**config.mk**
```make
export PLATFORM = sky130hd
export DESIGN_NAME = softusb_rxfilter
export DESIGN_NICKNAME = d
export VERILOG_FILES = /design/src/rtl/softusb_rxfilter.sv
export SDC_FILE = /design/constraint.sdc
export NUM_CORES = 1
export LEC_CHECK = 0
export CORE_MARGIN = 3
export CORE_UTILIZATION = 25
export DETAILED_ROUTE_END_ITERATION = 8
export GPL_TIMING_DRIVEN = 0
export PLACE_DENSITY = 0.61
export SLEW_MARGIN = 0
export SYNTH_ARGS = -nofsm -noshare
export SYNTH_HDL_FRONTEND = slang
export SYNTH_SLANG_ARGS = --single-unit
export TNS_END_PERCENT = 20
```
**constraint.sdc**
```tcl
create_clock -name usb_clk -period 1.3 [get_ports usb_clk]
set_clock_uncertainty 0.05 [all_clocks]
set_input_delay 0.13 -clock usb_clk [delete_from_list [all_inputs] [get_ports usb_clk]]
set_output_delay 0.13 -clock usb_clk [all_outputs]
set_load 0.02 [all_outputs]
```
**src/rtl/softusb_rxfilter.sv**
```systemverilog
// rtl/softusb_rxfilter.sv - receive-line conditioner: synchroniser, glitch filter, line state
//
// Purpose: brings the asynchronous transceiver outputs (rcv, vp, vm) into the
// usb_clk domain, rejects short pulses with a persistence filter and derives
// the bus line state with a qualified SE0 detector and an SE1 error flag.
//
// Ports:
//   usb_clk      - sole clock
//   usb_rst      - synchronous, active-high reset
//   rcv, vp, vm  - asynchronous receiver outputs
//   rcv_s, vp_s, vm_s - synchronised, filtered channels
//   linestate    - {vp_s, vm_s}: 00 SE0, 10 D+ high, 01 D- high, 11 SE1
//   se0_valid    - filtered SE0 held for at least SE0_MIN cycles (registered)
//   se1_err      - filtered line was SE1 on the previous edge (registered)
//   glitch_count - saturating count of edges with at least one rejected glitch
//
// Optional feature: define SOFTUSB_RXFILTER_GLITCHCNT_EN to build the glitch
// counter; otherwise glitch_count is tied to zero.

module softusb_rxfilter #(
  parameter int SYNC_STAGES = 2,
  parameter int FILTER_LEN  = 2,
  parameter int SE0_MIN     = 3
) (
  input  logic        usb_clk,
  input  logic        usb_rst,
  input  logic        rcv,
  input  logic        vp,
  input  logic        vm,
  output logic        rcv_s,
  output logic        vp_s,
  output logic        vm_s,
  output logic [1:0]  linestate,
  output logic        se0_valid,
  output logic        se1_err,
  output logic [15:0] glitch_count
);

  localparam int CW = $clog2(FILTER_LEN + 1);
  localparam int SW = $clog2(SE0_MIN + 1);

  // Channel index: 0 = rcv, 1 = vp, 2 = vm.
  logic [2:0]             pad;
  logic [SYNC_STAGES-1:0] sync_q [3];
  logic [2:0]             s;
  logic [2:0]             o_q;
  logic [CW-1:0]          run_q  [3];
  logic [SW-1:0]          se0_cnt_q;
  logic                   se0_now;

  assign pad = {vm, vp, rcv};

  always_comb begin
    s = '0;
    for (int i = 0; i < 3; i++) begin
      s[i] = sync_q[i][SYNC_STAGES-1];
    end
  end

  // Synchroniser chains and persistence filters.
  always_ff @(posedge usb_clk) begin
    if (usb_rst) begin
      for (int i = 0; i < 3; i++) begin
        sync_q[i] <= '0;
        run_q[i]  <= '0;
      end
      o_q <= '0;
    end else begin
      for (int i = 0; i < 3; i++) begin
        sync_q[i] <= {sync_q[i][SYNC_STAGES-2:0], pad[i]};
        if (s[i] == o_q[i]) begin
          run_q[i] <= '0;
        end else if (run_q[i] == CW'(FILTER_LEN - 1)) begin
          // The new level has persisted long enough: accept it.
          o_q[i]   <= s[i];
          run_q[i] <= '0;
        end else begin
          run_q[i] <= run_q[i] + CW'(1);
        end
      end
    end
  end

  assign rcv_s     = o_q[0];
  assign vp_s      = o_q[1];
  assign vm_s      = o_q[2];
  assign linestate = {vp_s, vm_s};
  assign se0_now   = (linestate == 2'b00);

  // SE0 qualifier: se0_valid rises on the edge that sees the SE0_MIN-th
  // consecutive SE0 sample, so the check uses the pre-increment count.
  always_ff @(posedge usb_clk) begin
    if (usb_rst) begin
      se0_cnt_q <= '0;
      se0_valid <= 1'b0;
      se1_err   <= 1'b0;
    end else begin
      if (se0_now) begin
        if (se0_cnt_q != SW'(SE0_MIN)) begin
          se0_cnt_q <= se0_cnt_q + SW'(1);
        end
      end else begin
        se0_cnt_q <= '0;
      end
      se0_valid <= se0_now && (se0_cnt_q >= SW'(SE0_MIN - 1));
      se1_err   <= (linestate == 2'b11);
    end
  end

`ifdef SOFTUSB_RXFILTER_GLITCHCNT_EN
  logic [2:0]  reject;
  logic [15:0] glitch_cnt_q;

  // A run that ends without being accepted leaves a nonzero run counter
  // behind on the edge where the input has returned to the output level.
  always_comb begin
    reject = '0;
    for (int i = 0; i < 3; i++) begin
      reject[i] = (s[i] == o_q[i]) && (run_q[i] != '0);
    end
  end

  always_ff @(posedge usb_clk) begin
    if (usb_rst) begin
      glitch_cnt_q <= '0;
    end else if ((|reject) && (glitch_cnt_q != 16'hFFFF)) begin
      glitch_cnt_q <= glitch_cnt_q + 16'd1;
    end
  end

  assign glitch_count = glitch_cnt_q;
`else
  assign glitch_count = 16'h0000;
`endif

endmodule

```
==> results_dict.tcl <==
set metrics [dict create \
    diodes 0 \
    grt_setup_unrepaired "no" \
    ff2ff_path_depth 4 \
    fin_setup_tns_ps 0 \
    final_layout_size_suffix_gt1_frac 0.261 \
    avgSynthCellArea_um2 10.9 \
    cts_tree "built" \
    stdcell_count 159 \
    finalSetupViolations 0 \
    cpLargestDelayFamily "flip-flops" \
    htreeDepth 1 \
    hold_depth 2 \
    groute.usage.overall 0.0545 \
    cp_num_buf_inv 1 \
    ys_top_cells_by_area "dfxtp_1 (30%), edfxtp_1 (21%), buf_4 (15%)" \
    drv_cap 0 \
    yosysTopAreaCell "dfxtp_1" \
    die_area_mm2 0.00424 \
    powerDensity_mw_per_mm2 1040 \
    grt_busiest_layer "met2" \
    timing.final.crit_share 0.958 \
    grt_max_degree 13 \
    initial_core_util 0.273 \
    hpwl_um 932 \
    cts-root-buf "clkbuf_4" \
    wl_um 1140 \
    placed_area_mm2 0.00111 \
    yosysWarningCount 0 \
    drt-pass1-iter-count 2 \
    grt_pass1_vias 443 \
    cts_hold_buf 0 \
    hold_viol 0 \
    clkTransAtPathRegs_ps 120 \
    crit_type "flip-flop to flip-flop" \
    ys_types 18 \
    fin_hold_ws_ps 318 \
    routabilityCongestion 0.605 \
    synth_top_area_share 0.298 \
    p_leak_nw 0.538 \
    critical-path-max-stage-delay_ps 390 \
    critPathLaunchType "flip-flop" \
    path_max_fanout 3 \
    nets 126 \
    netlist_area_um2 873 \
    post-route-min-period_ps 1240 \
    final-max-slew-violation-count 0 \
    r2r-start "se0_cnt_q[0]" \
    worst_ir_drop_vdd_mv 0.619 \
    ioPinCount 28 \
    worst_ep_arrival_time_ps 1440 \
    syn2layout_area_growth_pct 30.1 \
    outcome "complete, no violations" \
    dp_cells 155 \
    drtIter0Drc 5 \
    slowest_stage "dfxtp_1" \
    ys_ff_latch 19 \
    final_area_mm2 0.00114 \
    cp-end-kind "flip-flop" \
    utilization 0.355 \
    hold_path_startpoint "vm" \
    clk_path_buf_depth 2 \
    num_vias 546 \
    grt_pass1_wl_um 1760 \
    grtUsageMet3 0.0188 \
    cts_made_buffers 3 \
    clk_latency_ps 280 \
    coreArea_mm2 0.00320 \
    die_w_um 65.1 \
    avgRoutedWirePerCell_um 7.17 \
    port_buffers 11 \
    postSynthCellCount 80 \
    clock.fmax_ghz 0.803 \
    ant_nets 0 \
    vias_per_cell 3.43 \
    grt_util_met2 0.0894 \
    postCtsSetupBuffers 0 \
    cp_num_cells 4 \
    met1_usage 0.0583 \
    hp-class "primary input to flip-flop" \
    yosysSeqAreaShare 0.504 \
    whs_endpoint "sync_q[0][4]" \
    antenna_found_initial 0 \
    post-route-drc-count 0 \
    die_height_um 65.1 \
    reg2reg_slack_ps 60 \
    row_count 20 \
    globalRoute.totalOverflow 0 \
    crit_chain "inv_1 -> ha_1 -> or2_2 -> a21oi_2" \
    cts-resized-gates 11 \
    reg2reg_to "se0_cnt_q[1]" \
    cts_sinks 19 \
    cp_data_required_time_ps 1490 \
]
==> worst reg2reg max path: cells and delay by family (launching register included) <==
family	cells	cell delay, ps
buffers and inverters	1	60
AO/OA/AOI/OAI	1	130
adder cells (fa/ha/maj)	1	280
AND/OR/NAND/NOR	1	280
flip-flops	1	390
==> cells in the mapped netlist <==
cell type / n
nor2_1: 7
ha_1: 5
buf_6: 1
a21oi_2: 1
inv_1: 4
buf_4: 18
nor2b_1: 5
conb_1: 2
edfxtp_1: 6
nand2_1: 2
dfxtp_1: 13
or3_4: 1
nor4_1: 6
mux2i_1: 3
xor2_1: 1
xnor2_1: 3
or2_2: 1
and2b_1: 1
==> kinds of logic after synthesis <==
group / count (synthesis) / synth area share
AND/OR/NAND/NOR: 23 / 0.146
buffers and inverters: 23 / 0.185
flip-flops: 19 / 0.504
adder cells (fa/ha/maj): 5 / 0.0716
XOR/XNOR: 4 / 0.0401
multiplexers: 3 / 0.0344
other: 2 / 0.00860
AO/OA/AOI/OAI: 1 / 0.0100
==> where the power goes <==
part / leakage [nW] / internal (W) / switching (W)
registers: 0.170 / 0.000649 / 0.0000224
logic: 0.354 / 0.000101 / 0.000110
clock network: 0.0139 / 0.000117 / 0.000179
total: 0.538 / 0.000868 / 0.000312
==> worst max-delay path by stage <==
stage	startpoint	slack, ps	endpoint
2_1_floorplan	se0_cnt_q[0]	140	se0_cnt_q[1]
4_1_cts	se0_cnt_q[0]	40	se0_cnt_q[1]
3_3_place_gp	usb_rst	-60	run_q[1][0]
5_1_grt	se0_cnt_q[0]	0.3	se0_cnt_q[1]
3_5_place_dp	usb_rst	-130	run_q[1][1]
6_report	se0_cnt_q[0]	60	se0_cnt_q[1]
==> area by class of cell <==
class,count,area (um2)
Fill cell,339,2070
Sequential cell,19,443
Multi-Input combinational cell,58,347
Buffer,19,146
Timing Repair Buffer,11,100
Tap cell,44,55.1
Clock buffer,3,22.5
Inverter,4,15.0
Clock inverter,1,7.51
==> sequential cells by signal (all words and copies together), names as in the netlist <==
signal     count
run_q          6
sync_q         6
o_q            3
se0_cnt_q      2
se0_valid      1
se1_err        1
==> stage by stage <==
| stage | total power, W | setup slack [ps] |
|---|---|---|
| 6_report | 0.00118 | 55.2 |
| 5_1_grt | 0.00125 | 0.308 |
| 4_1_cts | 0.00119 | 40.0 |
| 3_5_place_dp | 0.000903 | -127 |
| 3_3_place_gp | 0.000895 | -58.3 |
| 2_1_floorplan | 0.000855 | 141 |
==> routing by layer <==
layer	wire length (um)	share of wire
met3	90	0.079
met5	0	0
met4	9	0.0079
met1	502	0.44
met2	538	0.47
==> layout by cell type (no fill, tap or decap), types with 2 or more instances in the layout <==
cell type / instances
dfxtp_1: 11
inv_1: 4
clkdlybuf4s50_1: 4
dlygate4sd2_1: 4
nand2_1: 2
nor2_1: 7
xnor2_1: 3
nor4_1: 6
ha_1: 5
edfxtp_1: 6
dfxtp_2: 2
mux2i_1: 3
buf_4: 20
clkbuf_4: 3
nor2b_1: 5
conb_1: 22
Note: power is estimated with default switching activity, not from simulation.
